==> src/rtl/scan_static_pkg.sv <==
// Shared types and frame-layout helpers for the scan-to-static-bus bridge.
// Frame layout, MSB first: {scan_id, cmd[1:0], addr, data}.
package scan_static_pkg;

    localparam int DEF_ADDR_W  = 20;
    localparam int DEF_DATA_W  = 32;
    localparam int DEF_TIMEOUT = 255;

    typedef enum logic [1:0] {
        CMD_NOP   = 2'b00,
        CMD_WRITE = 2'b01,
        CMD_READ  = 2'b10,
        CMD_RSVD  = 2'b11
    } cmd_e;

    localparam logic [1:0] ST_IDLE    = 2'd0;
    localparam logic [1:0] ST_REQ     = 2'd1;
    localparam logic [1:0] ST_CAPTURE = 2'd2;

    function automatic int frame_w(input int addr_w, input int data_w);
        return 1 + 2 + addr_w + data_w;
    endfunction

    function automatic int addr_lsb(input int data_w);
        return data_w;
    endfunction

    function automatic int cmd_lsb(input int addr_w, input int data_w);
        return data_w + addr_w;
    endfunction

    localparam int DEF_FRAME_W  = frame_w(DEF_ADDR_W, DEF_DATA_W);
    localparam int DEF_ADDR_LSB = addr_lsb(DEF_DATA_W);
    localparam int DEF_CMD_LSB  = cmd_lsb(DEF_ADDR_W, DEF_DATA_W);
    localparam int DEF_ID_BIT   = DEF_FRAME_W - 1;

endpackage

==> src/rtl/scan_static_bridge_shift_reg.sv <==
// Scan frame register: serial shift toward bit 0, with a parallel load that
// takes priority (status and capture write-back).
module scan_shift_reg #(
    parameter int W = 55
) (
    input  logic         clk,
    input  logic         rst_n,
    input  logic         shift_en,
    input  logic         shift_in,
    input  logic         load_en,
    input  logic [W-1:0] load_val,
    output logic [W-1:0] sr
);

    logic [W-1:0] sr_q;
    logic [W-1:0] sr_d;

    always_comb begin
        sr_d = sr_q;
        if (load_en) begin
            sr_d = load_val;
        end else if (shift_en) begin
            sr_d = {shift_in, sr_q[W-1:1]};
        end
    end

    // NOTE: sequential state uses non-blocking assignments so every flop samples pre-edge values.
    always_ff @(posedge clk or negedge rst_n) begin
        if (!rst_n) begin
            sr_q <= '0;
        end else begin
            sr_q <= sr_d;
        end
    end

    assign sr = sr_q;

endmodule

==> src/rtl/scan_static_bridge.sv <==
// Turns one shifted-in scan frame into a single static-bus read or write and
// writes the result/status back into the frame for serial readout.
module scan_static_bridge
    import scan_static_pkg::*;
#(
    parameter int ADDR_W  = DEF_ADDR_W,
    parameter int DATA_W  = DEF_DATA_W,
    parameter int TIMEOUT = DEF_TIMEOUT
) (
    input  logic              clk,
    input  logic              rst_n,
    input  logic              scan_in,
    input  logic              scan_en,
    input  logic              scan_update,
    output logic              scan_out,
    output logic              busy,
    output logic              static_wen,
    output logic              static_ren,
    output logic [ADDR_W-1:0] static_addr,
    output logic [DATA_W-1:0] static_wdata,
    output logic              scan_id,
    input  logic [DATA_W-1:0] static_rdata,
    input  logic              static_ready
);

    localparam int FRAME_W  = frame_w(ADDR_W, DATA_W);
    localparam int ADDR_LSB = addr_lsb(DATA_W);
    localparam int CMD_LSB  = cmd_lsb(ADDR_W, DATA_W);
    localparam int CNT_W    = $clog2(TIMEOUT + 1);

    logic [FRAME_W-1:0] sr;
    logic [FRAME_W-1:0] load_val;
    logic               load_en;
    logic               shift_en;
    cmd_e               frame_cmd;

    logic [1:0]        state_q, state_d;
    logic [CNT_W-1:0]  cnt_q, cnt_d;
    logic              wen_q, wen_d;
    logic              ren_q, ren_d;
    logic [ADDR_W-1:0] addr_q, addr_d;
    logic [DATA_W-1:0] wdata_q, wdata_d;
    logic              id_q, id_d;
    logic [DATA_W-1:0] result_q, result_d;
    logic              timeout_q, timeout_d;
    logic              overrun_q, overrun_d;

    assign frame_cmd = cmd_e'(sr[CMD_LSB +: 2]);
    assign shift_en  = (state_q == ST_IDLE) && scan_en && !scan_update;

    always_comb begin
        // NOTE: every combinational output gets a default first so no path infers a latch.
        state_d   = state_q;
        cnt_d     = cnt_q;
        wen_d     = wen_q;
        ren_d     = ren_q;
        addr_d    = addr_q;
        wdata_d   = wdata_q;
        id_d      = id_q;
        result_d  = result_q;
        timeout_d = timeout_q;
        overrun_d = overrun_q;
        load_en   = 1'b0;
        load_val  = sr;

        case (state_q)
            ST_IDLE: begin
                if (scan_update) begin
                    if (frame_cmd == CMD_WRITE || frame_cmd == CMD_READ) begin
                        state_d   = ST_REQ;
                        wen_d     = (frame_cmd == CMD_WRITE);
                        ren_d     = (frame_cmd == CMD_READ);
                        addr_d    = sr[ADDR_LSB +: ADDR_W];
                        wdata_d   = sr[DATA_W-1:0];
                        id_d      = sr[FRAME_W-1];
                        cnt_d     = '0;
                        timeout_d = 1'b0;
                        overrun_d = 1'b0;
                        // Write echoes its data; a read overwrites this on ready, else 0 stays.
                        result_d  = (frame_cmd == CMD_WRITE) ? sr[DATA_W-1:0] : '0;
                    end else begin
                        load_en               = 1'b1;
                        load_val[CMD_LSB +: 2] = 2'b01;
                    end
                end
            end
            ST_REQ: begin
                if (scan_en) overrun_d = 1'b1;
                if (static_ready) begin
                    if (ren_q) result_d = static_rdata;
                    wen_d   = 1'b0;
                    ren_d   = 1'b0;
                    state_d = ST_CAPTURE;
                end else begin
                    cnt_d = cnt_q + CNT_W'(1);
                    if (cnt_d == CNT_W'(TIMEOUT)) begin
                        timeout_d = 1'b1;
                        wen_d     = 1'b0;
                        ren_d     = 1'b0;
                        state_d   = ST_CAPTURE;
                    end
                end
            end
            ST_CAPTURE: begin
                if (scan_en) overrun_d = 1'b1;
                load_en  = 1'b1;
                load_val = {id_q, timeout_q | overrun_d, ~timeout_q, addr_q, result_q};
                state_d  = ST_IDLE;
            end
            default: begin
                state_d = ST_IDLE;
                wen_d   = 1'b0;
                ren_d   = 1'b0;
            end
        endcase
    end

    always_ff @(posedge clk or negedge rst_n) begin
        if (!rst_n) begin
            state_q   <= ST_IDLE;
            cnt_q     <= '0;
            wen_q     <= 1'b0;
            ren_q     <= 1'b0;
            addr_q    <= '0;
            wdata_q   <= '0;
            id_q      <= 1'b0;
            result_q  <= '0;
            timeout_q <= 1'b0;
            overrun_q <= 1'b0;
        end else begin
            state_q   <= state_d;
            cnt_q     <= cnt_d;
            wen_q     <= wen_d;
            ren_q     <= ren_d;
            addr_q    <= addr_d;
            wdata_q   <= wdata_d;
            id_q      <= id_d;
            result_q  <= result_d;
            timeout_q <= timeout_d;
            overrun_q <= overrun_d;
        end
    end

    scan_shift_reg #(.W(FRAME_W)) u_sr (
        .clk      (clk),
        .rst_n    (rst_n),
        .shift_en (shift_en),
        .shift_in (scan_in),
        .load_en  (load_en),
        .load_val (load_val),
        .sr       (sr)
    );

    assign scan_out     = sr[0];
    assign busy         = (state_q != ST_IDLE);
    assign static_wen   = wen_q;
    assign static_ren   = ren_q;
    assign static_addr  = addr_q;
    assign static_wdata = wdata_q;
    assign scan_id      = id_q;

endmodule

==> config.mk <==
export PLATFORM = sky130hd
export DESIGN_NAME = scan_static_bridge
export DESIGN_NICKNAME = d
export VERILOG_FILES = /design/src/rtl/scan_static_pkg.sv /design/src/rtl/scan_static_bridge_shift_reg.sv /design/src/rtl/scan_static_bridge.sv
export SDC_FILE = /design/constraint.sdc
export NUM_CORES = 1
export LEC_CHECK = 0
export BUFFER_PORTS_ARGS = -buffer_cell sky130_fd_sc_hd__buf_2
export CAP_MARGIN = 20
export CORE_MARGIN = 2
export CORE_UTILIZATION = 62
export CTS_CLUSTER_SIZE = 12
export DETAILED_ROUTE_END_ITERATION = 12
export PLACE_DENSITY = 0.85
export SKIP_LAST_GASP = 1
export SYNTH_ARGS = -nofsm -noshare
export SYNTH_HDL_FRONTEND = slang
export SYNTH_SLANG_ARGS = --single-unit
==> constraint.sdc <==
create_clock -name clk -period 3.75 [get_ports clk]
set_input_delay 0.75 -clock clk [delete_from_list [all_inputs] [get_ports clk]]
set_output_delay 0.75 -clock clk [all_outputs]
set_load 0.01 [all_outputs]
# Yosys cells after proc, flatten, opt, wreduce, memory -nomap -nowiden
# Index checks and enable logic that the tools add are counted.
# word_totals
input_bits	38
word_cells	91
regBits	154
# classes
muxes	41
n_reduce_logical	18
addsub	1
bitwise_logic	3
eq_ne	16
# ops
cell	count
32-bit two-way mux	5
55-bit two-way mux	2
32-bit case mux with 2 select lines	1
52-bit two-way mux	1
8-bit two-way mux	3
8-bit case mux with 2 select lines	1
1-bit two-way mux	15
2-bit two-way mux	6
4-bit AND reduction	3
2-bit inequality test (second input constant)	5
5-bit AND reduction	2
3-bit inequality test (second input constant)	3
1-bit case mux with 3 select lines	3
3-bit AND reduction	3
8-bit by 1-bit adder with 8-bit output (second input constant)	1
8-bit == test (second input constant)	1
2-bit case mux with 2 select lines	2
2-bit nonzero test	3
2-bit by 1-bit == test with 1-bit output (second input constant)	2
2-bit == test (second input constant)	2
2-bit by 1-bit inequality test with 1-bit output (second input constant)	2
1-bit case mux with 2 select lines	2
3-bit by 1-bit inequality test with 1-bit output (second input constant)	1
3-bit nonzero test	1
7 further kinds	9

# Depth between registers and ports, before layout
# Gate-level depths: netlist of run 1.
# depth
word_depth	7
depth_mapped	10
depth_no_buf	7

# Modules after synthesis
# Synthesis of run 1 repeated with hierarchy kept, for this count alone.
# unflattened
cells_unflattened	681
hier_area_um2	7642.3
# modules_own_cells
module	cells_per_inst	n_inst	seq_area_each_um2	area_per_inst_um2
scan_static_bridge	443	1	2477.4	5057.4
scan_shift_reg	238	1	1376.3	2585.0

# Worst setup path after synthesis of run 1
# Ideal clock, no wire load.
# synth_path
path_type	reg2reg
startpoint	register u_sr.sr_q[52], in the netlist u_sr.sr[52]
endpoint	register result_q[11]
t_arrival_ps	1762
setup_time_ps	123
period_less_slack_ps	1885
setup_slack_ps	1865
path_stages_with_launch	9
cell_sequence	dfrtp_1 inv_1 ha_1 nand3b_1 buf_2 a21boi_4 a21oi_4 buf_4 a21oi_2
# synth_between
elab_chain_len	5
# synth_lines
element	line_no	text
start: declaration	scan_static_bridge_shift_reg.sv:15	logic [W-1:0] sr_q;
start signal: assignment	scan_static_bridge_shift_reg.sv:32	sr_q <= sr_d;
2-bit by 1-bit == test with 1-bit output	scan_static_bridge.sv:69, scan_static_bridge.sv:80	
32-bit two-way mux	scan_static_bridge.sv:80	result_d = (frame_cmd == CMD_WRITE) ? sr[DATA_W-1:0] : '0;
32-bit two-way mux	scan_static_bridge.sv:69	if (frame_cmd == CMD_WRITE || frame_cmd == CMD_READ) begin
32-bit two-way mux	scan_static_bridge.sv:68	if (scan_update) begin
32-bit case mux with 2 select lines	scan_static_bridge.sv:66	case (state_q)
end signal: assignment	scan_static_bridge.sv:138	result_q <= result_d;
end: declaration	scan_static_bridge.sv:44	logic [DATA_W-1:0] result_q, result_d;
# Parallel ways exist; a longest one is shown, timed or not. The select of a mux whose other input is x is not followed.
# A chain may end at the register's enable or synchronous reset.

# Final worst setup path of run 1
# layout_path
startpoint	register state_q[0]
endpoint	output port busy
# layout_between
elab_chain_len	1
# layout_lines
element	line_no	text
start: declaration	scan_static_bridge.sv:37	logic [1:0] state_q, state_d;
start signal: assignment	scan_static_bridge.sv:131	state_q <= state_d;
2-bit nonzero test	scan_static_bridge.sv:155	assign busy = (state_q != ST_IDLE);
end: declaration	scan_static_bridge.sv:16	output logic busy,
# No other way between the ends.

==> metrics.md, run 1 <==
| Metric | Value |
|---|---|
| Status | completed |
| Seq/Total Area, Yosys | 0.529 |
| Post-cts repair resize count | 0 |
| Number of nets in the layout | 786 |
| # port buffers | 94 |
| Core area | 11400 um2 |
| Critical Path Fanout Max | 10 |
| DRT Wirelength | between 10000 and 15000 um |
| Crit. End Element | primary output |
| Max clock buf depth | 2 |
| Site row count | 39 |
| Hold Crit Class | in2async |
| F_max | approximately 0.4 GHz |
| Final setup viols | 0 |
| Die H | 112 um |
| Sink Count | around 150 |
| Largest net degree at the start of global routing | between 100 and 150 |
| Synth Cell Area | ~7300 um2 |
| Max-slew violations | 0 |
| Syn_nets | between 700 and 800 |
| Yosys warns | 0 |
| Detailed placer's ending HPWL | around 9000 um |
| Synth-to-layout area growth | 13.9% |
| Num CTS Buffers | 17 |
| Flops & latches, synth | around 150 |
| Post-CTS Hold Buffers | 0 |
| CTS tree | yes |
| Antenna Violating Nets Remaining | 0 |
| Crit path DAT | about 1.8 ns |
| Period Utilization, post-route | 0.673 |
| DR iter-0 viols | 353 |
| Clk_lat worst skew | 0.42 ns |
| Fraction of layout cells with a size suffix above 1 | 0.300 |
| Tot GR Track Use | 0.235 |
| Vias | about 4900 |
| Critical Path Most Common Cell | inv_1 |
| Max_cap viols | 0 |
| Final hold vios | 0 |
| Peak VDD IR | roughly 580 uV |
| Slowest stage cell, crit path | ha_1 |
| FF+latch area | between 3000 and 4000 um2 |
| Clk root buf | clkbuf_16 |
| Initial Utilization | 0.638 |
| Avg Vias per Cell | roughly 5.5 |
| Crit path required time | approximately 3 ns |
| Crit path cell chain | inv_1, ha_1, inv_1, buf_2 |
| Most frequent cells in the layout | dfrtp_1 (154), nand2_1 (95), buf_2 (93), nor2_1 (74), o21ai_0 (60) |
| Post-Syn Instances | ~700 |
| Critical Path Source Type | flip-flop |
| Drt wl/cell | ~16 um |
| Vias in the first global route | 5059 |
| RD Place Congestion | roughly 0.84 |
| Least-Margin Pin Slew | 0.949 ns |
| CP max stage delay | about 0.42 ns |
| IO Pins | 95 |
| Power density over the cells | roughly 900 nW/um2 |
| Static leakage | 4.14 nW |
| H-Tree Depth | 4 |
| Clock Pin Slew Worst Setup and Hold Paths | approximately 0.060 ns |
| Crit path kind | reg2out |
| Footprint of the multi-input gates | approximately 3000 um2 |
| Finished Core Util | 0.727 |
| Number of fill cells | slightly below 800 |
| Total Die Area | 12600 um2 |
| DRC | 0 |
| Period minus WS final | approximately 2.5 ns |
| Gr ovfl total | 0 |
| Die width | 112 um |
| RSZ-0062 raised after global routing | false |
| Post-CTS Setup Repair Bufs | 0 |
| Most common cell after layout, fill and taps aside | dfrtp_1 |
| Initial antenna violation count | 0 |
| Clock Skews | between 0.008 and 0.009 ns |
| Global-route wire length before repair | between 20000 and 25000 um |
| Yosys cell types | 45 |
| Avg Synthesized Cell Area | around 11 um2 |
| First-pass iteration count of the detailed router | 4 |
| TNS Setup | 0 ns |
| Max_slew headroom | 0.368 |
[critical path, delay by kind of cell, from the launching register on]
| kind | cells | cell delay, ns |
|---|---|---|
| fa+ha+maj | 1 | 0.42 |
| buf+inv | 3 | 0.52 |
| flops | 1 | 0.40 |
[cell families after synthesis]
| logic type | after synthesis | share of synthesized area |
|---|---|---|
| AOI/OAI and AO/OA | 150 | 0.130 |
| xor gates and xnor gates | 3 | 0.00464 |
| adders and majority gates | 8 | 0.0137 |
| buffers and inverters | 72 | 0.0615 |
| DFF | 154 | 0.529 |
| muxes | 109 | 0.159 |
| and+or+nand+nor | 186 | 0.102 |
[path summary, 6_finish.rpt]
check                           startpoint      endpoint  slack, ns  cells after the start
worst min-delay path                 rst_n   u_sr.sr[47]       0.16                      1
worst max-delay path            state_q[0]          busy       1.23                      4
min in group clk                  cnt_q[7]      cnt_q[7]       0.49                      1
worst max register to register  state_q[1]  result_q[23]       1.32                      7
worst min register to register    cnt_q[7]      cnt_q[7]       0.49                      1
max in group asynchronous            rst_n   u_sr.sr[25]       2.65                      3
[synthesized netlist by cell type (all sizes together)]
cell / instances / area, um2
dfrtp: 154 / 3850
nand2: 96 / 363
nor2: 74 / 278
a21oi: 70 / 467
o21ai: 66 / 334
mux2i: 55 / 551
mux2: 54 / 608
buf: 46 / 330
clkbuf: 17 / 83.8
inv: 9 / 33.8
ha: 8 / 100
nand3: 4 / 20.0
nor2b: 4 / 25.0
a31oi: 3 / 25.0
and3: 2 / 13.8
o31ai: 2 / 15.0
o41ai: 2 / 36.3
xnor2: 2 / 25.0
a21boi: 1 / 18.8
a21o: 1 / 7.51
a22o: 1 / 10.0
a22oi: 1 / 7.51
a31o: 1 / 8.76
and2b: 1 / 8.76
nand3b: 1 / 7.51
nor3: 1 / 5.00
nor3b: 1 / 7.51
nor4: 1 / 6.26
o21ba: 1 / 10.0
o22a: 1 / 8.76
or2b: 1 / 7.51
xor2: 1 / 8.76
[power by group]
part | total (W) | internal (W) | switching [W] | leakage, nW
clock | 0.00183 | 0.00120 | 0.000627 | 0.317
sequential | 0.00273 | 0.00229 | 0.000434 | 1.99
combinational | 0.00294 | 0.00124 | 0.00170 | 1.83
[routing by layer]
layer	vias up	track usage	part of all wire
li1	2417	-	-
met1	2390	0.310	0.45
met5	-	0	0
met2	121	0.375	0.48
met4	0	0.0780	0.018
met3	18	0.0718	0.049
[final cells by class]
cell class / instances / area share
antenna: 1 / 0.000301
sequential: 154 / 0.464
timing repair buffer: 102 / 0.0701
tap: 143 / 0.0216
clock buffer: 25 / 0.0609
clock inverter: 7 / 0.0163
multi-input combinational: 456 / 0.363
inverter: 9 / 0.00407
[stage by stage]
stage / setup slack (ns) / hold WS (ns) / cell area (um2) / cells / power, W
floorplan: 1.86 / 0.448 / 7280 / 682 / 0.00507
global placement: 1.47 / 0.467 / 7630 / 863 / 0.00553
detailed placement: 1.36 / 0.467 / 7630 / 863 / 0.00570
CTS: 1.22 / 0.486 / 8270 / 895 / 0.00755
global route: 1.09 / 0.158 / 8300 / 896 / 0.00801
finish: 1.23 / 0.165 / 8300 / 897 / 0.00749
[registers in the layout (all words and copies together), names as in the netlist]
name          flops
static_wdata     32
timeout_q         1
result_q         32
state_q           2
static_ren        1
cnt_q             8
scan_id           1
overrun_q         1
static_addr      20
static_wen        1
u_sr.sr          55
Note: power is estimated with default switching activity, not from simulation.
==> inputs of run 2 (changes only) <==
--- a/config.mk
+++ b/config.mk
@@ -8,10 +8,10 @@
 export BUFFER_PORTS_ARGS = -buffer_cell sky130_fd_sc_hd__buf_2
 export CAP_MARGIN = 20
 export CORE_MARGIN = 2
-export CORE_UTILIZATION = 62
+export CORE_UTILIZATION = 52
 export CTS_CLUSTER_SIZE = 12
 export DETAILED_ROUTE_END_ITERATION = 12
-export PLACE_DENSITY = 0.85
+export PLACE_DENSITY = 0.76
 export SKIP_LAST_GASP = 1
 export SYNTH_ARGS = -nofsm -noshare
 export SYNTH_HDL_FRONTEND = slang
==> constraint.sdc (replaced) <==
create_clock -name clk -period 2.3 [get_ports clk]
set_input_delay 0.46 -clock clk [delete_from_list [all_inputs] [get_ports clk]]
set_output_delay 0.46 -clock clk [all_outputs]
set_load 0.01 [all_outputs]
==> metrics.md, run 2 (same netlist as run 1, synthesis figures left out) <==
| Metric | Value |
|---|---|
| Finished Core Util | 0.607 |
| # port buffers | 94 |
| Post-CTS Setup Repair Bufs | 0 |
| Hold Crit Class | in2reg |
| Max clock buf depth | 2 |
| Largest register FFs | 55 |
| Critical Path Most Common Cell | inv_1 |
| Crit path kind | reg2out |
| Crit path required time | 1.84 ns |
| Crit. End Element | primary output |
| Site row count | between 40 and 50 |
| Crit path DAT | 1.63 ns |
| RD Place Congestion | 0.820 |
| Placed cell area | around 7800 um2 |
| Synth-to-layout area growth | 14.7% |
| Pre-CTS setup slack | approximately 0.16 ns |
| F_max | 0.479 GHz |
| CTS tree | yes |
| Crit path cell chain | inv_1, ha_2, inv_1, buf_2 |
| Sink Count | 154 |
| Max-slew violations | 0 |
| Global-route wire length before repair | between 20000 and 25000 um |
| Critical Path Fanout Max | 10 |
| DRC | 0 |
| Core area | 13800 um2 |
| Least-Margin Pin Slew | around 0.51 ns |
| Power density over the cells | approximately 1400 nW/um2 |
| Tot GR Track Use | 0.205 |
| DR iter-0 viols | 230 |
| Status | completed |
| CP max stage delay | 0.41 ns |
| Drt wl/cell | approximately 15 um |
| Die width | between 100 and 150 um |
| Initial antenna violation count | 0 |
| Vias in the first global route | ~5000 |
| Num CTS Buffers | 17 |
| Period Utilization, post-route | 0.907 |
| Die H | about 120 um |
| Peak VDD IR | 801 uV |
| Max_cap viols | 0 |
| Clock Skews | 0.00624 ns |
| Total Die Area | around 15000 um2 |
| Crit-path leading delay family | buffers and inverters |
| Antenna diodes | 0 |
| Period minus WS final | roughly 2.1 ns |
| Vias | around 5000 |
| Largest net degree at the start of global routing | 107 |
| Final hold vios | 0 |
| Clk_lat worst skew | between 0.4 and 0.5 ns |
| Initial Utilization | 0.529 |
| PnR worst setup slack | between 0.2 and 0.25 ns |
| Most frequent cells in the layout | dfrtp_1 (154), nand2_1 (95), buf_2 (93), nor2_1 (74), o21ai_0 (60) |
| Reg-to-reg slack, setup | about 0.30 ns |
| Clock Pin Slew Worst Setup and Hold Paths | ~0.06 ns |
| CP Buf/Inv Count | 3 |
| Max_slew headroom | 0.659 |
| Final setup viols | 0 |
| Avg Vias per Cell | 5.36 |
| Clk root buf | clkbuf_16 |
| First-pass iteration count of the detailed router | 4 |
| Hold slack | 0.335 ns |
| Fraction of layout cells with a size suffix above 1 | 0.306 |
| Most common cell after layout, fill and taps aside | dfrtp_1 |
| Static leakage | a little over 4 nW |
| Slowest stage cell, crit path | dfrtp_1 |
| Post-route design area | about 8400 um2 |
| Number of fill cells | 1143 |
| H-Tree Depth | 4 |
| Antenna Violating Nets Remaining | 0 |
| RSZ-0062 raised after global routing | false |
| TNS Setup | 0 ns |
| IO Pins | 95 |
| Gr ovfl total | 0 |
| Critical Path Source Type | flip-flop |
| Detailed placer's ending HPWL | 9260 um |
| Number of nets in the layout | slightly below 800 |
| DRT Wirelength | ~14000 um |
-- run 2: area by class of cell --
| class | instances | area (um2) | area share |
|---|---|---|---|
| inverter | 9 | 33.8 | 0.00404 |
| sequential | 154 | 3850 | 0.461 |
| clock inverter | 8 | 93.8 | 0.0112 |
| clock buffer | 22 | 484 | 0.0580 |
| multi-input combinational | 456 | 3010 | 0.360 |
| tap | 180 | 225 | 0.0270 |
| timing repair buffer | 107 | 652 | 0.0780 |
-- run 2: where the power goes --
part           internal [W]  switching, W
clock               0.00169       0.00104
sequential          0.00374      0.000711
combinational       0.00213       0.00278
total               0.00756       0.00453
-- run 2: final timing paths --
kind,start,end,cells after the start
max reg2reg,u_sr.sr[52],static_wdata[22],5
min,static_rdata[10],result_q[10],3
min in group asynchronous,rst_n,u_sr.sr[46],2
max,state_q[0],busy,4
max in group asynchronous,rst_n,u_sr.sr[36],3
min reg2reg,cnt_q[7],cnt_q[7],1
-- run 2: through the flow --
stage	std cells	power, W
after floorplan	682	0.00827
after CTS	936	0.0122
after detailed placement	905	0.00942
final	936	0.0121
after global placement	905	0.00920
after global routing	936	0.0129
-- run 2: layer usage --
metal | global-route usage | vias up | wire length, um
met2 | 0.335 | 100 | 6950
met3 | 0.0609 | 14 | 641
met5 | 0 | - | 0
li1 | - | 2424 | -
met1 | 0.271 | 2477 | 6770
met4 | 0.0496 | 0 | 139
-- run 2: repair_timing --
item | 4_1_cts | 5_1_grt
hold buffers | 1 | 0
hold endpoints to repair | 1 | 0
endpoints found under the setup margin | 0 | 3
gates resized for setup | 0 | 1
-- run 2: worst register-to-register path: stages, from the launching register on --
cell	delay (ns)
dfrtp_1	0.37
inv_1	0.07
ha_1	0.38
nand3b_1	0.19
buf_4	0.45
mux2_2	0.43
==> inputs of run 3 (changes only) <==
--- a/config.mk
+++ b/config.mk
@@ -12,6 +12,7 @@
 export CTS_CLUSTER_SIZE = 12
 export DETAILED_ROUTE_END_ITERATION = 12
 export PLACE_DENSITY = 0.76
+export RECOVER_POWER = 50
 export SKIP_LAST_GASP = 1
 export SYNTH_ARGS = -nofsm -noshare
 export SYNTH_HDL_FRONTEND = slang
==> metrics.md, run 3 (same netlist as run 1, synthesis figures left out) <==
| Metric | Value |
|---|---|
| Most common cell after layout, fill and taps aside | dfrtp_1 |
| # placed instances | 905 |
| Synth-to-layout area growth | 14.2% |
| PnR worst setup slack | 0.221 ns |
| H-Tree Depth | 4 |
| Avg Vias per Cell | roughly 5.4 |
| Die H | 122 um |
| Net Switching | approximately 0.0045 W |
| Crit. End Element | primary output |
| First-pass iteration count of the detailed router | 4 |
| End of the critical path | busy |
| R2r worst-path depth | 5 |
| Peak VDD IR | 802 uV |
| RD Place Congestion | approximately 0.82 |
| Status | completed |
| Final setup viols | 0 |
| Reg2reg end | static_addr[2] |
| RSZ-0062 raised after global routing | false |
| Most frequent cells in the layout | dfrtp_1 (154), nand2_1 (95), nor2_1 (74), buf_2 (65), o21ai_0 (60) |
| Number of nets in the layout | roughly 800 |
| Power density over the cells | around 1400 nW/um2 |
| Critical Path Source Type | flip-flop |
| Clock network fraction of total power | 0.227 |
| DRC | 0 |
| Global-route wire length before repair | ~24000 um |
| Combinational share of power | 0.404 |
| F_max | roughly 0.48 GHz |
| Max_cap viols | 0 |
| Core area | between 10000 and 15000 um2 |
| Period minus WS final | between 2 and 2.5 ns |
| Hold Crit Class | in2reg |
| Clock Skews | ~0.0059 ns |
| Sw Ratio | 0.376 |
| Max_slew headroom | 0.0741 |
| Vias | between 5000 and 6000 |
| DRT Wirelength | 14500 um |
| Largest net degree at the start of global routing | ~110 |
| IO Pins | between 90 and 100 |
| Clk root buf | clkbuf_16 |
| CTS tree | yes |
| Max clock buf depth | 2 |
| Fin cells | 937 |
| Largest register FFs | 55 |
| Post-CTS Setup Repair Bufs | 0 |
| TNS Setup | 0 ns |
| Clock Pin Slew Worst Setup and Hold Paths | 0.06 ns |
| CP startpoint | state_q[0] |
| Pre-CTS setup slack | around 0.16 ns |
| Sink Count | around 150 |
| Antenna Violating Nets Remaining | 0 |
| Critical Path Fanout Max | 10 |
| FF-to-FF Start | u_sr.sr[52] |
| Crit path kind | reg2out |
| Total Die Area | between 10000 and 15000 um2 |
| Static leakage | a little over 4 nW |
| Crit path DAT | roughly 1.6 ns |
| Initial antenna violation count | 0 |
| Num CTS Buffers | 17 |
| Max-slew violations | 0 |
| Internal power | 0.00751 W |
| Hold slack | around 0.34 ns |
| Fraction of layout cells with a size suffix above 1 | 0.269 |
| Reg-to-reg slack, setup | between 0.3 and 0.4 ns |
| Initial Utilization | 0.529 |
| Crit path required time | roughly 1.8 ns |
| DR iter-0 viols | 246 |
| Vias in the first global route | a little under 5000 |
| Sequential power share | 0.370 |
| Final hold vios | 0 |
| Site row count | between 40 and 50 |
| Clk_lat worst skew | between 0.4 and 0.5 ns |
| Die width | ~120 um |
| Gr ovfl total | 0 |
| Drt wl/cell | 15.4 um |
| Period Utilization, post-route | 0.904 |
| # port buffers | 94 |
| Tot GR Track Use | 0.205 |
| Detailed placer's ending HPWL | between 9000 and 10000 um |
| Least-Margin Pin Slew | between 1 and 1.5 ns |
## run 3: cell types whose count changed in the layout (fill, tap and decap cells not counted), sizes merged
cell | before | now
buf | 106 | 77
clkbuf | 22 | 51
diode | 0 | 1
## run 3: how the worst min path moves through the flow
stage | start | end | slack [ns] | depth (start not counted)
after global placement | rst_n | u_sr.sr[47] | 0.44 | 1
after floorplan | rst_n | cnt_q[0] | 0.16 | 0
after detailed placement | rst_n | u_sr.sr[47] | 0.45 | 1
after global routing | static_rdata[25] | result_q[25] | 0.33 | 3
final | static_rdata[10] | result_q[10] | 0.34 | 3
after CTS | static_rdata[25] | result_q[25] | 0.32 | 3
## run 3: worst max-delay path, stage by stage (launching register included)
cell     delay (ns)
dfrtp_1        0.41
inv_1          0.12
ha_2           0.33
inv_1          0.17
buf_2          0.18
## run 3: power by group through the flow
stage	logic [W]	clock network [W]	registers [W]
global placement	0.00478	0	0.00442
floorplan	0.00389	0	0.00439
finish	0.00486	0.00273	0.00445
CTS	0.00497	0.00279	0.00445
global route	0.00541	0.00291	0.00458
detailed placement	0.00494	0	0.00448
## run 3: per-layer routing
metal | global-route usage | vias up | wire, um
met5 | 0 | - | 0
met4 | 0.0496 | 0 | 142
li1 | - | 2425 | -
met1 | 0.271 | 2470 | 6660
met2 | 0.335 | 102 | 6950
met3 | 0.0609 | 16 | 698
## run 3: cell type report
| cell class | count | area [um2] |
|---|---|---|
| clock buffer | 22 | 484 |
| antenna | 1 | 2.50 |
| multi-input combinational | 456 | 3010 |
| fill | 1154 | 5460 |
| sequential | 154 | 3850 |
| clock inverter | 8 | 93.8 |
| timing repair buffer | 107 | 611 |
| tap | 180 | 225 |
| inverter | 9 | 33.8 |
## run 3: timing repair
item                                    in CTS  in global routing
hold buffers                                 1                  0
resized for setup                            0                  1
endpoints found under the setup margin       0                  3
endpoints found under the hold margin        1                  0
## run 3: stage by stage
stage / total power [W] / instance area (um2) / utilization
3_5_place_dp: 0.00942 / 7760 / 0.564
3_3_place_gp: 0.00920 / 7760 / 0.564
5_1_grt: 0.0129 / 8310 / 0.604
4_1_cts: 0.0122 / 8350 / 0.606
2_1_floorplan: 0.00827 / 7280 / -
6_report: 0.0120 / 8320 / 0.604
